[config.mk]
export PLATFORM = sky130hd
export DESIGN_NAME = uart_rx_ctrl_flat
export DESIGN_NICKNAME = d
export VERILOG_FILES = /design/src/rtl/uart_rx_ctrl_if.sv /design/src/rtl/uart_rx_ctrl.sv /design/src/flat_wrapper.sv
export SDC_FILE = /design/constraint.sdc
export NUM_CORES = 1
export LEC_CHECK = 0
export ABC_CLOCK_PERIOD_IN_PS = 3500
export CORE_AREA = 5 5 131 121
export CTS_CLUSTER_DIAMETER = 30
export DETAILED_ROUTE_END_ITERATION = 7
export DIE_AREA = 0 0 136 126
export PLACE_DENSITY = 0.54
export SLEW_MARGIN = 20
export SYNTH_ARGS = -nofsm -noshare
export SYNTH_HDL_FRONTEND = slang
export SYNTH_SLANG_ARGS = --single-unit
[constraint.sdc]
create_clock -name clk_i -period 3.5 [get_ports clk_i]
set_input_delay 0.7 -clock clk_i [delete_from_list [all_inputs] [get_ports clk_i]]
set_output_delay 0.7 -clock clk_i [all_outputs]
set_load 0.02 [all_outputs]
[src/rtl/uart_rx_ctrl_if.sv]
// Avalon-MM slave bus plus level interrupt for the UART receive controller.
interface uart_rx_ctrl_if;
    logic [1:0]  address;
    logic        read;
    logic        write;
    logic [31:0] writedata;
    logic [31:0] readdata;
    logic        irq;

    modport master (
        output address, read, write, writedata,
        input  readdata, irq
    );

    modport slave (
        input  address, read, write, writedata,
        output readdata, irq
    );
endinterface

[src/rtl/uart_rx_ctrl.sv]
// UART receive controller: captures bytes from the receiver core into a FIFO and exposes
// DATA/STATUS/CTRL/DIVISOR registers on an Avalon-MM slave with a level interrupt.
module uart_rx_ctrl #(
    parameter int unsigned Depth    = 8,
    parameter logic [15:0] DivReset = 16'd434
) (
    input  logic           clk_i,
    input  logic           reset_i,
    uart_rx_ctrl_if.slave  bus,
    input  logic [7:0]     rx_data_i,
    input  logic           rx_done_i,
    output logic           rx_enable_o,
    output logic [15:0]    baud_div_o
);

    localparam int unsigned PtrW = $clog2(Depth);
    localparam int unsigned CntW = PtrW + 1;

    localparam logic [1:0] AddrData   = 2'd0;
    localparam logic [1:0] AddrStatus = 2'd1;
    localparam logic [1:0] AddrCtrl   = 2'd2;
    localparam logic [1:0] AddrDiv    = 2'd3;

    logic [7:0]      mem [Depth];
    logic            rx_done_q;
    logic            push_q, push_req;
    logic [7:0]      push_byte_q;
    logic [PtrW-1:0] wptr_q, wptr_d, rptr_q, rptr_d;
    logic [CntW-1:0] count_q, count_d;
    logic            overrun_q, overrun_d;
    logic [1:0]      ctrl_q, ctrl_d;
    logic [15:0]     div_q, div_d;
    logic [31:0]     readdata_q, readdata_d;
    logic            irq_q, irq_d;
    logic            not_empty, full, rd_ok, pop, push;
    logic [7:0]      status_cnt;
    logic            unused_wdata;

    assign unused_wdata = ^bus.writedata[31:16];

    always_comb begin
        not_empty  = (count_q != '0);
        full       = (count_q == CntW'(Depth));
        rd_ok      = bus.read & ~bus.write;
        pop        = rd_ok & (bus.address == AddrData) & not_empty;
        push_req   = rx_done_i & ~rx_done_q & ctrl_q[0];
        // A full FIFO still accepts the byte when a pop frees a slot on the same edge.
        push       = push_q & (~full | pop);
        status_cnt = 8'(count_q);

        wptr_d    = push ? wptr_q + PtrW'(1) : wptr_q;
        rptr_d    = pop  ? rptr_q + PtrW'(1) : rptr_q;
        count_d   = count_q;
        if (push && !pop) count_d = count_q + CntW'(1);
        if (pop && !push) count_d = count_q - CntW'(1);

        overrun_d = overrun_q;
        ctrl_d    = ctrl_q;
        div_d     = div_q;
        if (bus.write) begin
            unique case (bus.address)
                AddrStatus: if (bus.writedata[2]) overrun_d = 1'b0;
                AddrCtrl:   ctrl_d = bus.writedata[1:0];
                AddrDiv:    div_d  = (bus.writedata[15:0] == '0) ? 16'd1 : bus.writedata[15:0];
                default:    ;
            endcase
        end
        // Set wins over a simultaneous software clear.
        if (push_q && full && !pop) overrun_d = 1'b1;

        readdata_d = readdata_q;
        if (bus.read) begin
            readdata_d = '0;
            if (rd_ok) begin
                unique case (bus.address)
                    AddrData:   if (not_empty) readdata_d = {23'b0, 1'b1, mem[rptr_q]};
                    AddrStatus: readdata_d = {16'b0, status_cnt, 5'b0, overrun_q, full, not_empty};
                    AddrCtrl:   readdata_d = {30'b0, ctrl_q};
                    AddrDiv:    readdata_d = {16'b0, div_q};
                    default:    ;
                endcase
            end
        end

        irq_d = ctrl_q[1] & (not_empty | overrun_q);
    end

    always_ff @(posedge clk_i) begin
        if (reset_i) begin
            rx_done_q   <= 1'b0;
            push_q      <= 1'b0;
            push_byte_q <= '0;
            wptr_q      <= '0;
            rptr_q      <= '0;
            count_q     <= '0;
            overrun_q   <= 1'b0;
            ctrl_q      <= '0;
            div_q       <= DivReset;
            readdata_q  <= '0;
            irq_q       <= 1'b0;
        end else begin
            rx_done_q   <= rx_done_i;
            push_q      <= push_req;
            push_byte_q <= rx_data_i;
            wptr_q      <= wptr_d;
            rptr_q      <= rptr_d;
            count_q     <= count_d;
            overrun_q   <= overrun_d;
            ctrl_q      <= ctrl_d;
            div_q       <= div_d;
            readdata_q  <= readdata_d;
            irq_q       <= irq_d;
        end
    end

    always_ff @(posedge clk_i) begin
        if (push) mem[wptr_q] <= push_byte_q;
    end

    assign bus.readdata = readdata_q;
    assign bus.irq      = irq_q;
    assign rx_enable_o  = ctrl_q[0];
    assign baud_div_o   = div_q;

endmodule

[src/flat_wrapper.sv]
// flat-port wrapper written by rule: the top's interface ports become plain ports
module uart_rx_ctrl_flat 
#(
    parameter int unsigned Depth    = 8,
    parameter logic [15:0] DivReset = 16'd434
)
  (clk_i, reset_i, rx_data_i, rx_done_i, rx_enable_o, baud_div_o, bus_address, bus_read, bus_write, bus_writedata, bus_readdata, bus_irq);
  uart_rx_ctrl_if bus_i ();
  input  logic clk_i;
  input  logic reset_i;
  input  logic [7:0] rx_data_i;
  input  logic rx_done_i;
  output logic rx_enable_o;
  output logic [15:0] baud_div_o;
  input wire logic [$bits(bus_i.address)-1:0] bus_address;
  input wire logic [$bits(bus_i.read)-1:0] bus_read;
  input wire logic [$bits(bus_i.write)-1:0] bus_write;
  input wire logic [$bits(bus_i.writedata)-1:0] bus_writedata;
  output wire logic [$bits(bus_i.readdata)-1:0] bus_readdata;
  output wire logic [$bits(bus_i.irq)-1:0] bus_irq;
  assign bus_i.address = bus_address;
  assign bus_i.read = bus_read;
  assign bus_i.write = bus_write;
  assign bus_i.writedata = bus_writedata;
  assign bus_readdata = bus_i.readdata;
  assign bus_irq = bus_i.irq;
  uart_rx_ctrl #(.Depth(Depth), .DivReset(DivReset)) u_core (.clk_i(clk_i), .reset_i(reset_i), .bus(bus_i), .rx_data_i(rx_data_i), .rx_done_i(rx_done_i), .rx_enable_o(rx_enable_o), .baud_div_o(baud_div_o));
endmodule
-- After elaboration in Yosys (flattened, before gate mapping)
Memory sizes are Yosys's and may differ from the RTL's. A register that Yosys moved wholly into a read port is not among the register bits.
Cells that the tools add are included.
- add/sub/neg operators: 4
- eq/ne operators: 4
- mux-type cells: 14
- bitwise logic cells: 12
- reductions and logical operators: 16
- operators with widths (cell ; number):
    $pmux W32 S4 ; 1
    $mux W32 ; 1
    $logic_not A16 Y1 ; 1
    $mux W16 ; 1
    $mux W9 ; 1
    $mux W4 ; 2
    $reduce_bool A2 Y1 ; 4
    $and A1 B1 Y1 ; 7
    $add A3 B1 Y3 const B ; 2
    $mux W1 ; 6
    $mux W3 ; 2
    $add A4 B1 Y4 const B ; 1
    $eq A2 B2 Y1 const B ; 2
    $eq A4 B4 Y1 const B ; 1
    $logic_and A1 B1 Y1 ; 4
    $reduce_and A2 Y1 ; 2
    $reduce_bool A4 Y1 ; 1
    $sub A4 B1 Y4 const B ; 1
    $not A1 Y1 ; 3
    $reduce_and A3 Y1 ; 1
    $eq A2 B1 Y1 const B ; 1
    $logic_not A1 Y1 ; 2
    $logic_not A2 Y1 ; 1
    $or A1 B1 Y1 ; 2
- register bits: 72
- memory bits (writable): 64
- input port bits: 47
- output and inout port bits: 50
- word-level logic and storage cells: 62
- memories: 1
- memories (name ; words ; bits a word ; read ports ; clocked after memory_dff ; write ports ; RTL line ; source):
    u_core.mem ; 8 ; 8 ; 1 ; 1 ; 1 ; uart_rx_ctrl.sv:24 ; logic [7:0] mem [Depth];

-- Depth between registers and ports, before layout
Gate-level depths: netlist of the first run.
- depth in word-level cells: 9
- gate-level depth with buffers: 11
- mapped depth without buffers: 10

-- Worst setup path before layout of the first run
No wires, ideal clock.
- path type: input port to flip-flop
- start point: in bus_address[0]
- end point: reg u_core.count_q[2]
- library setup time: 0.072 ns
- data arrival time: 2.708 ns
- required time: 3.428 ns
- path slack: 0.720 ns
- stages on the path: 10
- buffers on the path: 1
- cell sequence: buf_4 nor4b_4 o21ai_4 ha_1 xor2_1 ha_1 a21oi_1 xor2_1 or3_1 a21oi_1
- cells in the longest elaborated chain, start to end: 8
- elaborated cells between the ends (all ways): 11
- classes of those cells: mux: 1; bitwise: 4; reduce/logical: 6
- ends and longest elaborated chain (item ; RTL line ; source):
    start: declaration ; flat_wrapper.sv:15 ; input wire logic [$bits(bus_i.address)-1:0] bus_address;
    $logic_not A2 Y1 (*) ; uart_rx_ctrl.sv:45 ; pop = rd_ok & (bus.address == AddrData) & not_empty;
    $and A1 B1 Y1 (*) (2 in a row) ; uart_rx_ctrl.sv:45 ;
    $or A1 B1 Y1 ; uart_rx_ctrl.sv:48 ; push = push_q & (~full | pop);
    $and A1 B1 Y1 ; uart_rx_ctrl.sv:48 ;
    $logic_not A1 Y1 ; uart_rx_ctrl.sv:55 ; if (pop && !push) count_d = count_q - CntW'(1);
    $logic_and A1 B1 Y1 ; uart_rx_ctrl.sv:55 ;
    $mux W4 or $reduce_bool A2 Y1 (tied branches) ; -- ;
    end signal: assignment ; uart_rx_ctrl.sv:107 ; count_q <= count_d;
    end: declaration ; uart_rx_ctrl.sv:29 ; logic [CntW-1:0] count_q, count_d;
Every way passes the cells marked *; elsewhere a longest branch is shown, timed or not.
A chain may end at the register's enable or synchronous reset.

-- Worst setup path after layout of the first run
- start point: in bus_write
- end point: reg u_core.count_q[2]
- cells in the longest elaborated chain, start to end: 9
- elaborated cells between the ends (all ways): 12
- classes of those cells: mux: 1; bitwise: 6; reduce/logical: 5
- ends and longest elaborated chain (item ; RTL line ; source):
    start: declaration ; flat_wrapper.sv:17 ; input wire logic [$bits(bus_i.write)-1:0] bus_write;
    $not A1 Y1 (*) ; uart_rx_ctrl.sv:44 ; rd_ok = bus.read & ~bus.write;
    $and A1 B1 Y1 (*) ; uart_rx_ctrl.sv:44 ;
    $and A1 B1 Y1 (*) (2 in a row) ; uart_rx_ctrl.sv:45 ;
    named net u_core.pop ; uart_rx_ctrl.sv:35 ; logic not_empty, full, rd_ok, pop, push;
    $or A1 B1 Y1 ; uart_rx_ctrl.sv:48 ;
    $and A1 B1 Y1 ; uart_rx_ctrl.sv:48 ;
    $logic_not A1 Y1 ; uart_rx_ctrl.sv:55 ;
    $logic_and A1 B1 Y1 ; uart_rx_ctrl.sv:55 ;
    $mux W4 or $reduce_bool A2 Y1 (tied branches) ; -- ;
The timed path passes the listed nets; every way through them passes the cells marked *.

==> impl_metrics.env, run 1 <==
export IMPL_status="finished, final reports clean"
export IMPL_clockBufferDepth=2
export IMPL_synth_most_common_cell="edfxtp_1"
export IMPL_grt_use_total_pct=13.59
export IMPL_rows=42
export IMPL_synth_flop_cell="edfxtp_1"
export IMPL_post_cts_setup_buffer_count=0
export IMPL_synthTopCellsByArea="edfxtp_1 (39%), dfxtp_1 (24%), mux4_2 (7.4%)"
export IMPL_crit_required_ns=3.84
export IMPL_dr_pass1_iters=4
export IMPL_synth_area_um2=4901
export IMPL_min_from="u_core.rptr_q[1]$_SDFFE_PP0P_"
export IMPL_ctsResizeCount=0
export IMPL_crit_reg2reg_launch="u_core.count_q[0]$_SDFFE_PP0P_"
export IMPL_ys_seq_area_share_pct=63.31
export IMPL_start_util_pct=34.16
export IMPL_hold_path_class="reg2reg"
export IMPL_fp_dieW_um=136
export IMPL_synthTopCellsByCount="edfxtp_1 (64), dfxtp_1 (59), nor2_1 (29)"
export IMPL_syn_instance_count=341
export IMPL_die_y_um=126
export IMPL_ir_worst_vdd_mv=0.2916
export IMPL_slew_violations=0
export IMPL_portBuffers=64
export IMPL_cp_max_fo=7
export IMPL_final_period_utilization_pct=85.00
export IMPL_wl_per_cell_um=17.73
export IMPL_finalSetupViolations=0
export IMPL_cts_tree="yes"
export IMPL_grt_pass1_vias=3118
export IMPL_clockRootBuffer="clkbuf_16"
export IMPL_cts_buffers=17
export IMPL_synth_edf_count=64
export IMPL_diodes=0
export IMPL_clock_skew_ns=0.01231
export IMPL_hold_viol=0
export IMPL_finalNetCount=474
export IMPL_routed_wl_mm=11.23
export IMPL_htree_levels=4
export IMPL_whs_path_depth=2
export IMPL_antenna_found_initial=0
export IMPL_synth_top_cell_area_share_pct=39.21
export IMPL_synth_top_cell_by_area="edfxtp_1"
export IMPL_reg2reg_depth=10
export IMPL_first_iter_violations=214
export IMPL_yosys_warnings=0
export IMPL_worst_r2r_endpoint="u_core.count_q[2]$_SDFFE_PP0P_"
export IMPL_area_growth_pct=28.49
export IMPL_hold_buffers=0
export IMPL_gp_congestion=0.7777
export IMPL_ant_nets=0
export IMPL_drc=0
export IMPL_slew_headroom_pct=39.29
export IMPL_fin_crit_ns=2.975
export IMPL_start_kind="primary input"
export IMPL_worst_pin_slew_ns=0.9093
export IMPL_grt_start_max_net_pins=28
export IMPL_r2r_slack_ns=0.94
export IMPL_grt_pass1_wl_mm=17.40
export IMPL_fill_cells=1307
export IMPL_layout_drive_gt1_share_pct=17.70
export IMPL_setup_tns_ns=0
export IMPL_worstSetupPathType="in2reg"
export IMPL_regArea_um2=3103
export IMPL_stdcell_area_um2=6297
export IMPL_placed_area_um2=5749
export IMPL_min_to="u_core.rptr_q[1]$_SDFFE_PP0P_"
export IMPL_rsz0062_at_grt="no"
export IMPL_ys_ff_latch=123
export IMPL_core_area_um2=14350
export IMPL_clk_pin_slew_ns=0.05
export IMPL_power_density_nw_per_um2=524.3
export IMPL_syn_area_per_cell_um2=14.37
export IMPL_hpwl_mm=7.678
export IMPL_cp_data_arrival_time_ns=3.31
export IMPL_clock_latency_ns=0.41
export IMPL_die_area_um2=17140
export IMPL_final_cells=633
export IMPL_endpoint_kind="flip-flop"
export IMPL_placedCellCount=601
export IMPL_p_leak_nw=2.231
export IMPL_ys_types=49
export IMPL_vias_per_cell=4.867
export IMPL_drv_cap=0
export IMPL_multi_input_area_um2=1635
export IMPL_grt_overflow=0
export IMPL_ios=97
export IMPL_async_flop_share_pct=0
export IMPL_cts_num_sinks=123
export IMPL_fmax_mhz=336.1
export IMPL_vias=3081
-- where the power goes --
group | internal [mW] | switching, mW
registers | 1.53 | 0.0201
clock network | 1.02 | 0.580
logic | 0.0683 | 0.0793
total | 2.62 | 0.679
-- critical path: stages --
cell and delay [ns]:
clkdlybuf4s50_1 0.56, nor4b_4 0.52, nand2_4 0.13, inv_1 0.11, ha_1 0.26, xor2_1 0.19
ha_1 0.17, a21oi_1 0.05, xor2_1 0.16, or3_1 0.31, a21oi_1 0.13
-- stage by stage --
stage          util [%]  hold WS [ns]  power [mW]  setup slack, ns
3_3_place_gp      40.08        0.4777       1.727           0.2164
2_1_floorplan         -        0.4541       1.663           0.7198
6_report          43.90        0.4840       3.301           0.5248
5_1_grt           43.90        0.5071       3.421           0.3568
4_1_cts           43.90        0.4874       3.339           0.5627
3_5_place_dp      40.08        0.4740       1.730           0.1483
-- cells by family (layout without fill, tap and decap cells) --
kind of cell             count (synthesis)  count (layout)  share of synthesized area (%)
AO/OA/AOI/OAI                           51              51                          8.987
multiplexers                            32              32                          10.70
buffers and inverters                   36             115                          4.468
flip-flops                             123             123                          63.31
XOR/XNOR                                 7               7                          1.251
adder cells (fa/ha/maj)                  5               5                          1.276
other                                    1              16                        0.07652
AND/OR/NAND/NOR                         86              86                          9.931
-- sequential cells by signal (all words and copies together), names as in the netlist, named ones only --
signal and count:
u_core.wptr_q 3, u_core.overrun_q 1, u_core.rptr_q 3, u_core.count_q 4, u_core.push_q 1, u_core.bus.readdata 16, u_core.ctrl_q 2, u_core.rx_done_q 1
u_core.mem 64, u_core.baud_div_o 16, u_core.push_byte_q 8, u_core.bus.irq 1
-- how the worst max path moves through the flow --
stage,slack [ns],to,depth (start not counted),start
after CTS,0.56,u_core.count_q[2]$_SDFFE_PP0P_,11,bus_write
after floorplan,0.72,u_core.count_q[2]$_SDFFE_PP0P_,10,bus_address[0]
final,0.52,u_core.count_q[2]$_SDFFE_PP0P_,11,bus_write
after global placement,0.22,u_core.count_q[2]$_SDFFE_PP0P_,11,bus_write
after global routing,0.36,u_core.count_q[2]$_SDFFE_PP0P_,11,bus_write
after detailed placement,0.15,u_core.count_q[2]$_SDFFE_PP0P_,11,bus_write
-- final cells by class --
class	count	share of cell area, %
Multi-Input combinational cell	197	25.97
Timing Repair Buffer	79	11.88
Clock inverter	10	1.152
Clock buffer	22	7.550
Inverter	4	0.2384
Sequential cell	123	49.27
Tap cell	198	3.934
-- layout by cell type (no fill, tap or decap), types with 6 or more instances in the layout --
master / instances
a22o_1: 10
mux4_2: 16
edfxtp_1: 64
clkdlybuf4s50_1: 63
mux2i_1: 13
nor2b_1: 13
conb_1: 16
clkinv_2: 7
nor2_1: 29
a22oi_1: 11
o22ai_2: 8
nand2_1: 9
clkbuf_16: 18
xor2_1: 6
buf_4: 15
a21oi_1: 6
dfxtp_1: 59
-- per-layer routing --
metal | global-route usage, % | up-vias | share of wire, %
li1 | - | 1433 | -
met1 | 17.81 | 1575 | 44
met3 | 3.828 | 8 | 4.9
met4 | 4.801 | 0 | 1.0
met5 | 0 | - | 0
met2 | 21.58 | 65 | 50
Note: power is estimated with default switching activity, not from simulation.
==> run 2, diff against run 1 <==
- ABC_CLOCK_PERIOD_IN_PS: 3500 -> default
- RECOVER_POWER: default -> 50
==> run 2 against run 1 <==
Against the previous run:
- non-clock buffer count did not move
- setup slack worse by 0.047 ns
- final area down 0.32%
- final cell count is the same
- clock-buffer cell count unchanged
- first-iteration DRC count up 0.93%
- flip-flop and latch count is the same
- sequential share of layout area is 0.16 points higher
- register-to-register slack got worse by 0.04 ns
- routed wire length decreased by 0.20%
- die area unchanged
- highest routed layer unchanged
==> impl_metrics.env, run 2 (same netlist as run 1, synthesis figures left out) <==
export IMPL_placed_area_um2=5749
export IMPL_fmax_mhz=330.9
export IMPL_status="finished, final reports clean"
export IMPL_max_stage_delay_ns=0.66
export IMPL_ir_worst_vdd_mv=0.2913
export IMPL_diodes=0
export IMPL_crit_family="simple AND/OR/NAND/NOR gates"
export IMPL_ctsResizeCount=0
export IMPL_final_common_cell="edfxtp_1"
export IMPL_largest_register_ff_count=64
export IMPL_hold_path_class="reg2reg"
export IMPL_slowest_stage="dlygate4sd3_1"
export IMPL_finalNetCount=474
export IMPL_clk_pin_slew_ns=0.05
export IMPL_dr_pass1_iters=4
export IMPL_die_y_um=126
export IMPL_cts_tree="yes"
export IMPL_highest_layer="met4"
export IMPL_endpoint_kind="flip-flop"
export IMPL_clockBufferDepth=2
export IMPL_clockPowerShare_pct=48.4
export IMPL_grt_overflow=0
export IMPL_layout_drive_gt1_share_pct=16.78
export IMPL_cts_buffers=17
export IMPL_setup_tns_ns=0
export IMPL_wirelength_met1_mm=5.001
export IMPL_clock_latency_ns=0.41
export IMPL_finalSetupViolations=0
export IMPL_power_density_nw_per_um2=525.1
export IMPL_wl_met3_um=540
export IMPL_timing_critical_path_buf_inv=1
export IMPL_cp_max_fo=7
export IMPL_cts_num_sinks=123
export IMPL_hold_viol=0
export IMPL_ant_nets=0
export IMPL_rsz0062_at_grt="no"
export IMPL_hold_buffers=0
export IMPL_gp_congestion=0.7777
export IMPL_pwr_share_comb_pct=4.4
export IMPL_post_cts_setup_buffer_count=0
export IMPL_vias=3070
export IMPL_start_kind="primary input"
export IMPL_cp_data_arrival_time_ns=3.35
export IMPL_htree_levels=4
export IMPL_clock_skew_ns=0.01219
export IMPL_rows=42
export IMPL_grt_pass1_wl_mm=17.40
export IMPL_drc=0
export IMPL_portBuffers=64
export IMPL_drv_cap=0
export IMPL_grt_pass1_vias=3118
export IMPL_sequentialPowerShare_pct=47.1
export IMPL_hpwl_mm=7.678
export IMPL_antenna_found_initial=0
export IMPL_largest_register="u_core.mem"
export IMPL_slew_violations=0
export IMPL_vias_per_cell=4.850
export IMPL_internal_power_mw=2.621
export IMPL_crit_required_ns=3.82
export IMPL_ios=97
export IMPL_switching_share_pct=20.49
export IMPL_worstSetupPathType="in2reg"
export IMPL_first_iter_violations=216
export IMPL_final_cell_mix="edfxtp_1 (64), dfxtp_1 (59), clkdlybuf4s50_1 (49)"
export IMPL_route_met2_wl_mm=5.526
export IMPL_area_growth_pct=28.08
export IMPL_worst_pin_slew_ns=1.379
export IMPL_slew_headroom_pct=8.054
export IMPL_grt_use_total_pct=13.59
export IMPL_grt_start_max_net_pins=28
export IMPL_fp_dieW_um=136
export IMPL_switching_power_mw=0.6755
export IMPL_wl_per_cell_um=17.70
export IMPL_start_util_pct=34.16
export IMPL_final_period_utilization_pct=86.35
export IMPL_clockRootBuffer="clkbuf_16"
export IMPL_p_leak_nw=2.259
export IMPL_die_area_um2=17140
export IMPL_worstPathCellList="dlygate4sd3_1 > nor4b_4 > o21ai_0 > ha_1 > xor2_1 > ha_1 > a21oi_1 > xor2_1 > or3_1 > a21oi_1"
export IMPL_fin_crit_ns=3.022
export IMPL_stdcell_area_um2=6277
export IMPL_fill_cells=1311
export IMPL_total_power_mw=3.296
export IMPL_routed_wl_mm=11.20
export IMPL_core_area_um2=14350
[run 2: cell count changes in the layout (fill, tap and decap cells not counted), sizes merged]
cell | previous run | this run
clkdlybuf4s50 | 63 | 49
dlygate4sd3 | 0 | 14
buf | 16 | 13
clkbuf | 22 | 25
[run 2: cell type report]
type                    count  area [um^2]  share of cell area [%]
multi-input cells         197         1624                   25.87
clock buffers              22        475.5                   7.574
clock inverters            10        72.57                   1.156
repair buffers             79        739.5                   11.78
inverters                   4        15.01                  0.2392
flip-flops and latches    123         3103                   49.43
well taps                 198        247.7                   3.947
[run 2: power groups by stage]
stage | Sequential, mW | Clock (mW) | Combinational [mW]
after floorplan | 1.59 | 0 | 0.0766
after global placement | 1.58 | 0 | 0.146
after detailed placement | 1.58 | 0 | 0.148
after CTS | 1.55 | 1.64 | 0.148
after global routing | 1.55 | 1.71 | 0.156
final | 1.55 | 1.60 | 0.146
[run 2: through the flow]
stage | cells | setup WS, ns | utilization [%] | hold slack (ns)
after floorplan | 356 | 0.7198 | - | 0.4541
after global placement | 601 | 0.2164 | 40.08 | 0.4777
after detailed placement | 601 | 0.1483 | 40.08 | 0.4740
after CTS | 633 | 0.5627 | 43.90 | 0.4874
after global routing | 633 | 0.3252 | 43.76 | 0.5071
final | 633 | 0.4777 | 43.76 | 0.4840
[run 2: tightest hold or removal path: cells and delay by family (launching register included)]
kind | cells | cell delay [ns]
flops | 1 | 0.31
compound gates | 1 | 0.07
simple gates | 1 | 0.05
[run 2: worst paths after layout]
path | startpoint | to | slack [ns] | cells after the start
min | u_core.rptr_q[1]$_SDFFE_PP0P_ | u_core.rptr_q[1]$_SDFFE_PP0P_ | 0.48 | 2
min reg2reg | u_core.rptr_q[1]$_SDFFE_PP0P_ | u_core.rptr_q[1]$_SDFFE_PP0P_ | 0.48 | 2
max | bus_write | u_core.count_q[2]$_SDFFE_PP0P_ | 0.48 | 10
max reg2reg | u_core.count_q[0]$_SDFFE_PP0P_ | u_core.count_q[2]$_SDFFE_PP0P_ | 0.90 | 9
[run 2: metal layers]
| layer | global-route usage [%] | up-vias |
|---|---|---|
| met5 | 0 | - |
| met4 | 4.801 | 0 |
| met3 | 3.828 | 10 |
| met1 | 17.81 | 1559 |
| met2 | 21.58 | 67 |
| li1 | - | 1434 |
==> run 3, diff against run 2 <==
- CELL_PAD_IN_SITES_DETAIL_PLACEMENT: default -> 0
- CELL_PAD_IN_SITES_GLOBAL_PLACEMENT: default -> 1
- CORE_AREA: 5 5 131 121 -> 5 5 120 111
- DIE_AREA: 0 0 136 126 -> 0 0 125 116
- PLACE_DENSITY: 0.54 -> 0.76
- SETUP_SLACK_MARGIN: default -> 0.3
==> run 3 against run 2 <==
Against the previous run:
- first-iteration DRC count increased by 13%
- maximum frequency down 1.5%
- sequential power hardly changed
- core utilization grew 9.0 points
- total power rose by 1.8%
- register-to-register slack got worse by 0.07 ns
- largest cell class unchanged
- largest power group unchanged
- highest routed layer unchanged
==> impl_metrics.env, run 3 (same netlist as run 1, synthesis figures left out) <==
export IMPL_finalSetupViolations=0
export IMPL_slew_violations=0
export IMPL_clk_pin_slew_ns=0.06
export IMPL_reg2reg_depth=9
export IMPL_start_util_pct=41.40
export IMPL_portBuffers=64
export IMPL_slew_headroom_pct=13.91
export IMPL_pwr_share_comb_pct=4.3
export IMPL_area_growth_pct=27.32
export IMPL_slowest_stage="dlygate4sd3_1"
export IMPL_hold_path_class="reg2reg"
export IMPL_cts_buffers=17
export IMPL_final_cell_mix="edfxtp_1 (64), dfxtp_1 (59), clkdlybuf4s50_1 (52)"
export IMPL_vias=2965
export IMPL_p_leak_nw=2.251
export IMPL_grt_start_max_net_pins=29
export IMPL_grt_overflow=0
export IMPL_clockRootBuffer="clkbuf_16"
export IMPL_clock_latency_ns=0.40
export IMPL_fin_crit_ns=3.068
export IMPL_start_kind="primary input"
export IMPL_status="finished, final reports clean"
export IMPL_ios=97
export IMPL_final_common_cell="edfxtp_1"
export IMPL_endpoint_kind="flip-flop"
export IMPL_drc=0
export IMPL_rows=38
export IMPL_vias_per_cell=5.000
export IMPL_worstSetupPathType="in2reg"
export IMPL_ant_nets=0
export IMPL_ir_worst_vdd_mv=0.4108
export IMPL_die_y_um=116
export IMPL_total_power_mw=3.356
export IMPL_internal_power_mw=2.655
export IMPL_whs_path_depth=2
export IMPL_largest_register_ff_count=64
export IMPL_clock_skew_ns=0.007939
export IMPL_die_area_um2=14500
export IMPL_fp_dieW_um=125
export IMPL_crit_required_ns=3.81
export IMPL_cts_num_sinks=123
export IMPL_fmax_mhz=325.9
export IMPL_switching_share_pct=20.88
export IMPL_cp_max_fo=9
export IMPL_final_period_utilization_pct=87.66
export IMPL_rsz0062_at_grt="no"
export IMPL_grt_pass1_vias=3006
export IMPL_htree_levels=4
export IMPL_hold_viol=0
export IMPL_ctsResizeCount=0
export IMPL_sequentialPowerShare_pct=46.3
export IMPL_hpwl_mm=7.206
export IMPL_max_stage_delay_ns=0.63
export IMPL_clockPowerShare_pct=49.4
export IMPL_finalNetCount=472
export IMPL_largest_register="u_core.mem"
export IMPL_hold_buffers=0
export IMPL_diodes=0
export IMPL_core_area_um2=11840
export IMPL_setup_tns_ns=0
export IMPL_wl_per_cell_um=17.86
export IMPL_switching_power_mw=0.7009
export IMPL_cts_tree="yes"
export IMPL_grt_use_total_pct=15.22
export IMPL_layout_drive_gt1_share_pct=17.55
export IMPL_routed_wl_mm=10.59
export IMPL_cp_data_arrival_time_ns=3.38
export IMPL_power_density_nw_per_um2=537.8
export IMPL_post_cts_setup_buffer_count=0
export IMPL_grt_pass1_wl_mm=16.67
export IMPL_first_iter_violations=245
export IMPL_clockBufferDepth=2
export IMPL_worst_pin_slew_ns=1.291
export IMPL_dr_pass1_iters=5
export IMPL_worstPathCellList="dlygate4sd3_1 > nor4b_1 > buf_4 > o21ai_4 > ha_1 > xor2_1 > ha_1 > a21oi_1 > xor2_1 > or3_1 > a21oi_1"
export IMPL_gp_congestion=0.7712
export IMPL_drv_cap=0
export IMPL_antenna_found_initial=0
run 3: changes by cell type in the layout (fill, tap and decap cells not counted), sizes merged:
cell,change
bufinv,+1
clkbuf,-5
clkdlybuf4s50,+3
clkinvlp,+2
dlygate4sd3,-3
run 3: final timing paths:
kind	from	to	slack (ns)
worst min-delay path	u_core.rptr_q[1]$_SDFFE_PP0P_	u_core.rptr_q[1]$_SDFFE_PP0P_	0.49
worst min register to register	u_core.rptr_q[1]$_SDFFE_PP0P_	u_core.rptr_q[1]$_SDFFE_PP0P_	0.49
worst max-delay path	bus_write	u_core.count_q[2]$_SDFFE_PP0P_	0.43
worst max register to register	u_core.count_q[0]$_SDFFE_PP0P_	u_core.count_q[2]$_SDFFE_PP0P_	0.83
run 3: metal layers:
metal,track usage [%],wire (um)
met1,20.05,4810
met2,24.29,5249
met3,4.977,485
met4,4.552,46
met5,0,0
run 3: cell type report:
cell class	instances	area (um^2)
fill	1000	5599
sequential	123	3103
multi-input combinational	197	1620
timing repair buffer	77	732.0
clock buffer	19	442.9
tap	160	200.2
clock inverter	13	126.4
inverter	4	15.01
run 3: metrics by stage:
| stage | hold WS (ns) | worst slack [ns] | util, % | cell area (um^2) | cells |
|---|---|---|---|---|---|
| global placement | 0.4733 | 0.3017 | 48.03 | 5687 | 561 |
| global route | 0.5149 | 0.2731 | 52.71 | 6240 | 593 |
| detailed placement | 0.4794 | 0.2350 | 48.03 | 5687 | 561 |
| floorplan | 0.4541 | 0.7198 | - | 4957 | 356 |
| CTS | 0.4892 | 0.6440 | 52.84 | 6256 | 593 |
| finish | 0.4895 | 0.4318 | 52.71 | 6240 | 593 |
run 3: power groups by stage:
stage	Combinational, mW	Clock [mW]	Sequential (mW)
global route	0.153	1.77	1.55
global placement	0.145	0	1.58
detailed placement	0.146	0	1.58
CTS	0.146	1.69	1.55
finish	0.144	1.66	1.55
floorplan	0.0766	0	1.59
run 3: worst max-delay path: cells and delay by family:
kind / cells / cell delay [ns]
buf+inv: 2 / 0.87
simple gates: 2 / 0.68
fa+ha+maj: 2 / 0.48
compound gates: 3 / 0.39
xor+xnor: 2 / 0.27
